[src/rtl/signal_chain_monitor.sv]
// Per-channel register chains with change detection; changes are timestamped,
// arbitrated lowest-channel-first and queued in a small event FIFO.
module signal_chain_monitor #(
  parameter int CHANNELS   = 2,
  parameter int WIDTH      = 1,
  parameter int STAGES     = 2,
  parameter int FIFO_DEPTH = 4,
  parameter int TS_WIDTH   = 16
) (
  input  logic                                           clk,
  input  logic                                           rst,
  input  logic [CHANNELS*WIDTH-1:0]                      in_data,
  output logic [CHANNELS*WIDTH-1:0]                      out_data,
  output logic                                           evt_valid,
  input  logic                                           evt_ready,
  output logic [((CHANNELS > 1) ? $clog2(CHANNELS) : 1)-1:0] evt_chan,
  output logic [WIDTH-1:0]                               evt_data,
  output logic [TS_WIDTH-1:0]                            evt_time,
  output logic                                           overflow,
  input  logic                                           clear_ovf
);
  localparam int CW = (CHANNELS > 1) ? $clog2(CHANNELS) : 1;
  localparam int AW = $clog2(FIFO_DEPTH);
  localparam int EW = CW + WIDTH + TS_WIDTH;

  logic [WIDTH-1:0]    chain_r     [CHANNELS][STAGES];
  logic [WIDTH-1:0]    prev_r      [CHANNELS];
  logic [WIDTH-1:0]    slot_data_r [CHANNELS];
  logic [TS_WIDTH-1:0] slot_time_r [CHANNELS];
  logic [CHANNELS-1:0] pend_r;
  logic [TS_WIDTH-1:0] ts_r;
  logic [EW-1:0]       mem_r [FIFO_DEPTH];
  logic [AW-1:0]       wr_ptr_r, rd_ptr_r;
  logic [AW:0]         count_r;
  logic                ovf_r;

  logic [CHANNELS-1:0] change_s, push_mask_s;
  logic [CW-1:0]       grant_s;
  logic                any_pend_s, push_s, pop_s, full_s, ovf_set_s;

  // channel register chains
  always_ff @(posedge clk or posedge rst) begin
    if (rst) begin
      for (int c = 0; c < CHANNELS; c++)
        for (int k = 0; k < STAGES; k++)
          chain_r[c][k] <= '0;
    end else begin
      for (int c = 0; c < CHANNELS; c++)
        for (int k = 0; k < STAGES; k++)
          chain_r[c][k] <= (k == 0) ? in_data[c*WIDTH +: WIDTH] : chain_r[c][(k > 0) ? k-1 : 0];
    end
  end

  // previous-output copy and free-running timestamp
  always_ff @(posedge clk or posedge rst) begin
    if (rst) begin
      ts_r <= '0;
      for (int c = 0; c < CHANNELS; c++) prev_r[c] <= '0;
    end else begin
      ts_r <= ts_r + TS_WIDTH'(1);
      for (int c = 0; c < CHANNELS; c++) prev_r[c] <= chain_r[c][STAGES-1];
    end
  end

  // change detection, arbitration and FIFO handshake decode
  always_comb begin
    grant_s    = '0;
    any_pend_s = 1'b0;
    for (int c = CHANNELS-1; c >= 0; c--) begin
      grant_s    = pend_r[c] ? CW'(c) : grant_s;
      any_pend_s = any_pend_s | pend_r[c];
    end
    full_s = (count_r == (AW+1)'(FIFO_DEPTH));
    pop_s  = (count_r != '0) && evt_ready;
    push_s = any_pend_s && (!full_s || pop_s);
    for (int c = 0; c < CHANNELS; c++) begin
      out_data[c*WIDTH +: WIDTH] = chain_r[c][STAGES-1];
      change_s[c]    = (chain_r[c][STAGES-1] != prev_r[c]);
      push_mask_s[c] = push_s && (grant_s == CW'(c));
    end
    // a newer change only loses an event if the old one is not leaving this cycle
    ovf_set_s = |(change_s & pend_r & ~push_mask_s);
  end

  // pending slots: a new change always wins over a same-cycle push
  always_ff @(posedge clk or posedge rst) begin
    if (rst) begin
      pend_r <= '0;
      for (int c = 0; c < CHANNELS; c++) begin
        slot_data_r[c] <= '0;
        slot_time_r[c] <= '0;
      end
    end else begin
      for (int c = 0; c < CHANNELS; c++) begin
        if (change_s[c]) begin
          pend_r[c]      <= 1'b1;
          slot_data_r[c] <= chain_r[c][STAGES-1];
          slot_time_r[c] <= ts_r;
        end else if (push_mask_s[c]) begin
          pend_r[c] <= 1'b0;
        end else begin
          pend_r[c] <= pend_r[c];
        end
      end
    end
  end

  // event FIFO storage and pointers
  always_ff @(posedge clk or posedge rst) begin
    if (rst) begin
      wr_ptr_r <= '0;
      rd_ptr_r <= '0;
      count_r  <= '0;
      for (int i = 0; i < FIFO_DEPTH; i++) mem_r[i] <= '0;
    end else begin
      if (push_s) begin
        mem_r[wr_ptr_r] <= {grant_s, slot_data_r[grant_s], slot_time_r[grant_s]};
        wr_ptr_r        <= wr_ptr_r + AW'(1);
      end
      if (pop_s) rd_ptr_r <= rd_ptr_r + AW'(1);
      case ({push_s, pop_s})
        2'b10:   count_r <= count_r + (AW+1)'(1);
        2'b01:   count_r <= count_r - (AW+1)'(1);
        default: count_r <= count_r;
      endcase
    end
  end

  // sticky overflow, set beats clear
  always_ff @(posedge clk or posedge rst) begin
    if (rst)            ovf_r <= 1'b0;
    else if (ovf_set_s) ovf_r <= 1'b1;
    else if (clear_ovf) ovf_r <= 1'b0;
    else                ovf_r <= ovf_r;
  end

  assign evt_valid                      = (count_r != '0);
  assign {evt_chan, evt_data, evt_time} = mem_r[rd_ptr_r];
  assign overflow                       = ovf_r;
endmodule

[config.mk]
export PLATFORM = sky130hd
export DESIGN_NAME = signal_chain_monitor
export DESIGN_NICKNAME = d
export VERILOG_FILES = /design/src/rtl/signal_chain_monitor.sv
export SDC_FILE = /design/constraint.sdc
export NUM_CORES = 1
export LEC_CHECK = 0
export CAP_MARGIN = 10
export CORE_ASPECT_RATIO = 0.7
export CORE_UTILIZATION = 29
export DETAILED_ROUTE_END_ITERATION = 8
export GPL_ROUTABILITY_DRIVEN = 1
export PLACE_DENSITY_LB_ADDON = 0.05
export SYNTH_ARGS = -nofsm -noshare
export SYNTH_HDL_FRONTEND = slang
export SYNTH_SLANG_ARGS = --single-unit
export TNS_END_PERCENT = 100
[constraint.sdc]
create_clock -name clk -period 4.7 [get_ports clk]
set_clock_uncertainty 0.1 [all_clocks]
set_input_delay 0.47 -clock clk [delete_from_list [all_inputs] [get_ports clk]]
set_output_delay 0.47 -clock clk [all_outputs]
set_load 0.005 [all_outputs]
---- Word level (Yosys, flattened, before mapping) ----
Index checks and enable logic that the tools add are counted.
word-level totals
  logic and storage cells ................. 77
  register bits ........................... 138
cells by class
  magnitude comparators ................... 4
  $add $sub $neg .......................... 5
  reductions and logical operators ........ 13
  equal/unequal tests ..................... 5
  bitwise operators ....................... 8
  multiplexer cells ....................... 21
operators by type and width
  operator                                             count
  bitwise mux 72 bit                                   1
  two-way mux 18 bit                                   3
  two-way mux 16 bit                                   3
  binary-select mux 18 bit (select 2 bit)              1
  demux 18 bit (select 2 bit)                          1
  adder 16 x 1 -> 16 bit, second input constant        1
  two-way mux 1 bit                                    11
  nonzero test 2 bit                                   4
  >= comparator 3 bit, second input constant           2
  NOT 2 -> 3 bit                                       2
  one-hot mux 3 bit (2 select lines)                   1
  logical AND 1 bit                                    5
  adder 2 x 1 -> 2 bit, second input constant          2
  bitwise AND 2 bit                                    2
  adder 3 x 1 -> 3 bit, second input constant          1
  equality test 3 bit, second input constant           1
  < comparator 3 x 1 -> 1 bit, second input constant   1
  nonzero test 3 bit                                   1
  subtractor 3 x 1 -> 3 bit, second input constant     1
  equality test 2 x 1 -> 1 bit, second input constant  1
  equality test 2 bit, second input constant           1
  >= comparator 2 bit, second input constant           1
  != test 1 bit                                        2
  NOT 1 -> 2 bit                                       1
  other kinds (6)                                      6

---- Depth between registers and ports, before layout ----
  word-level depth ........................ 9
  gate-level depth with buffers ........... 9

---- Worst setup path after synthesis ----
OpenSTA, ideal clock, no wires.
  path kind ............................... reg-to-reg
  start ................................... register count_r[0]
  end ..................................... register count_r[2]
  stages on the path, launching flop included .. 10
  slack ................................... 2.499 ns
  library setup time ...................... 0.079 ns
  clock period less this slack ............ 2.201 ns
  path buffers ............................ 0
  arrival ................................. 2.022 ns
  path through ............................ dfrtp_1 > nor4b_4 > nor2_1 > inv_1 > ha_1 > inv_1 > fa_1 > xor2_1 > nor2_1 > xor2_1
on the way
  word-level cells in the longest chain between the ends .. 6
  elaborated cells on any way between the ends .. 12
RTL lines
  what                                                                             RTL line  RTL
  start, declared                                                                  34        logic [AW:0] count_r;
  start signal, assigned                                                           122       2'b10: count_r <= count_r + (AW+1)'(1);
  start signal, assigned                                                           123       2'b01: count_r <= count_r - (AW+1)'(1);
  start signal, assigned                                                           124       default: count_r <= count_r;
  equality test 3 bit / nonzero test 3 bit (equally long branches)                 73, 74
  logical NOT 1 bit / logical AND 1 bit (equally long branches)                    75, 74
  logical OR 1 bit                                                                 75        push_s = any_pend_s && (!full_s || pop_s);
  logical AND 1 bit                                                                75
  equality test 2 x 1 -> 1 bit / equality test 2 bit (equally long branches)       121       case ({push_s, pop_s})
  one-hot mux 3 bit (2 select lines) / nonzero test 2 bit (equally long branches)  --
Parallel ways exist; a longest one is shown, timed or not.
A chain may end at the register's enable or synchronous reset.

---- Worst setup path after layout ----
  start ................................... register rd_ptr_r[0]
  end ..................................... output evt_time[13]
on the way
  word-level cells in the longest chain between the ends .. 4
RTL lines
  what                                                   RTL line  RTL
  start, declared                                        33        logic [AW-1:0] wr_ptr_r, rd_ptr_r;
  start signal, assigned                                 120       if (pop_s) rd_ptr_r <= rd_ptr_r + AW'(1);
  NOT 2 -> 3 bit (not written as such)                   138       assign {evt_chan, evt_data, evt_time} = mem_r[rd_ptr_r];
  binary-select mux 18 bit (select 2 bit)                138
  two-way mux 18 bit (not written as such) (2 in a row)  138
  end, declared                                          18        output logic [TS_WIDTH-1:0] evt_time,
No other way between the ends. The select of a mux whose other input is x is not followed.

==> flow_summary_export.csv <==
group,metric,value,unit
run_status,status,"completed",
die,dieHeight,123,um
synth,synthArstFlopShare,1.00,
cts,h-tree-depth,4,
pwr,p_comb_frac,0.239,
synth,syn_area_per_cell,15.1,um2
pwr,pwr-share-clk,0.376,
die,io_pins,28,
final_layout,n_antenna_cell,0,
timing,drv_slew,0,
synth,synth_edf_count,0,
pwr,p_int,2.95,mW
setup_path,arrival,2.34,ns
cts,postCtsSetupRepairBufs,0,
place,placed_cell_area,0.00657,mm2
cts,cts_tree,"done",
place,dp_slack,1.69,ns
setup_path,endpoint_kind,"output pin",
final_layout,syn2layout_area_growth,20.3,%
timing,period_needed,2.91,ns
die,fp.dieArea,0.0214,mm2
die,die_w,174,um
timing,setup_tns,0,ns
cts,clk_pin_slew,0.06,ns
place,dp_hpwl,8010,um
pwr,switching_share,0.273,
cts,cts_resized,0,
synth,syn_nets,412,
min_path,hold_path_class,"reg -> reg",
final_layout,layout_commonest_cell,"dfrtp_1",
drt,routedWlPerCell,17.4,um
synth,synth_xor_area_frac,0.0320,
synth,syn_area,0.00603,mm2
setup_path,critPathKind,"reg -> out",
pwr,p_sw,1.10,mW
die,initial_core_util,0.301,
cts,cts_buffers,17,
drt,routed_wl,12400,um
pwr,leakage,3.20,nW
drt,vias,3230,
timing,fmax,344,MHz
setup_path,cp-start-kind,"flop",
synth,muxShareOfSynthArea,0.282,
timing,hold_violations,0,
final_layout,fin_cells,714,
setup_path,crit_required,4.13,ns
final_layout,register_area,0.00345,mm2
pwr,total_power,4.05,mW
final_layout,nets,444,
setup_path,cp_max_fo,20,
run,cap_viol_max_count,0,
cts,cts_root_buf,"clkbuf_16",
global_routing,antenna_found_initial,0,
place,post-place-cells,682,
pwr,peakVddDrop,260,uV
drt,drt_iter0_drc,162,
synth,synth_compound_gate_area_share,0.0145,
timing,worst_pin_slew,1.17,ns
final_layout,multi_input_area,0.00239,mm2
global_routing,first_global_vias,3610,
synth,seq_area_frac_synth,0.573,
final_layout,final_cell_mix,"137 x dfrtp_1, 114 x mux2_2, 27 x clkdlybuf4s50_1, 18 x mux4_2, 17 x clkbuf_16",
timing,setup_viol,0,
global_routing,grt_pass1_wl,20900,um
cts,cts.sinks,138,
cts,clkLatencyLatePin,0.41,ns
global_routing,grt_max_degree,79,
die,core_area,0.0201,mm2
final_layout,fill_cells,1935,
timing,hold_ws,0.246,ns
place,gp_congestion,0.696,
final_layout,layout-drive-gt1-share,0.412,
setup_path,crit_slowest_cell,"dfrtp_2",
timing,slew_headroom,0.214,
setup_path,critPathMaxStageDelay,0.85,ns
drt,viasPerCell,4.52,
cts,holdBufCountCts,0,
final_layout,final_area,0.00725,mm2
synth,ys_types,33,
die,rows,43,
pwr,p_seq_frac,0.386,
timing,rsz0062_at_grt,"false",
synth,synth_top_family_by_area,"multiplexers",
synth,yosysTopAreaCell,"dfrtp_1",
synth,syn_inst,399,
drt,drt_pass1_iterations,4,
synth,ys.flop_type,"dfrtp_1",
synth,synth_top_area_frac,0.573,
synth,synth_area_leaders,"dfrtp_1 57%, mux2_2 21%, mux4_2 6.7%, xnor2_1 1.6%, xor2_1 1.6%",
setup_path,crit_chain,"mux4_2, clkdlybuf4s50_1",
synth,yosysWarnings,0,
drt,ant_nets,0,
pwr,powerDensity,558,mW/mm2
synth,synth_adder_area_share,0.0158,
place,port_buffers,27,
timing,finalCritPeriodShare,0.619,
timing,setup_ws,1.79,ns
global_routing,overflow,0,
global_routing,groute.usage.overall,0.132,
final_layout,postLayoutCoreUtil,0.361,
cts,cts.path.max_buffers,2,
synth,ys_ff_latch,138,
drt,drc,0,
synth,synthSimpleGateAreaFrac,0.0467,
==> worst paths after layout <==
path | start | end | slack [ns] | cells past startpoint
worst min register to register | chain_r[3]$_DFF_PP0_ | out_data[0]$_DFF_PP0_ | 0.25 | 0
worst max register to register | count_r[0]$_DFFE_PP0P_ | count_r[2]$_DFFE_PP0P_ | 2.16 | 9
worst min-delay path | chain_r[3]$_DFF_PP0_ | out_data[0]$_DFF_PP0_ | 0.25 | 0
max in group asynchronous | rst | rd_ptr_r[0]$_DFFE_PP0P_ | 3.09 | 3
worst max-delay path | rd_ptr_r[0]$_DFFE_PP0P_ | evt_time[13] | 1.79 | 2
min in group asynchronous | rst | mem_r[3]$_DFFE_PP0P_ | 0.46 | 2
==> cells in the mapped netlist, types with 5 or more instances <==
library cell,count
mux4_2,18
nor2_1,7
nand4_1,6
nand3_1,5
nand2_1,13
mux2_2,114
ha_1,6
clkbuf_1,7
xor2_1,11
xnor2_1,11
dfrtp_1,138
o21ai_0,7
inv_1,14
==> state kept, by name (all words and copies together), names as in the netlist <==
signal       cells
rd_ptr_r         2
slot_data_r      2
overflow         1
slot_time_r     32
mem_r           72
wr_ptr_r         2
ts_r            16
pend_r           2
prev_r           2
out_data         2
count_r          3
chain_r          2
==> final cells by class <==
| cell class | count | area share |
|---|---|---|
| clock inverters | 10 | 0.0257 |
| inverters | 14 | 0.00793 |
| multi-input cells | 225 | 0.330 |
| clock buffers | 22 | 0.0681 |
| repair buffers | 35 | 0.0455 |
| flip-flops and latches | 138 | 0.476 |
| well taps | 270 | 0.0466 |
==> routing by layer <==
| layer | track usage | up-vias | share of wire |
|---|---|---|---|
| li1 | - | 1491 | - |
| met1 | 0.188 | 1699 | 0.53 |
| met2 | 0.189 | 31 | 0.43 |
| met3 | 0.0406 | 9 | 0.032 |
| met4 | 0.0428 | 0 | 0.0099 |
| met5 | 0 | - | 0 |
==> critical path: cells and delay by family, from the launching register on <==
| family | cells | cell delay, ns |
|---|---|---|
| flip-flops | 1 | 0.85 |
| buffers and inverters | 1 | 0.46 |
| multiplexers | 1 | 0.61 |
==> power by group through the flow <==
stage	registers [mW]	logic (mW)	clock network, mW
6_report	1.56	0.966	1.52
5_1_grt	1.61	1.06	1.62
4_1_cts	1.57	0.995	1.57
3_5_place_dp	1.59	0.991	0
3_3_place_gp	1.59	0.975	0
2_1_floorplan	1.46	0.813	0
==> cell families after synthesis <==
family | after synthesis
DFF | 138
muxes | 133
and+or+nand+nor | 50
buffers and inverters | 36
xor gates and xnor gates | 22
AOI/OAI and AO/OA | 13
adders and majority gates | 7
Power figures use the tool's default switching activity.
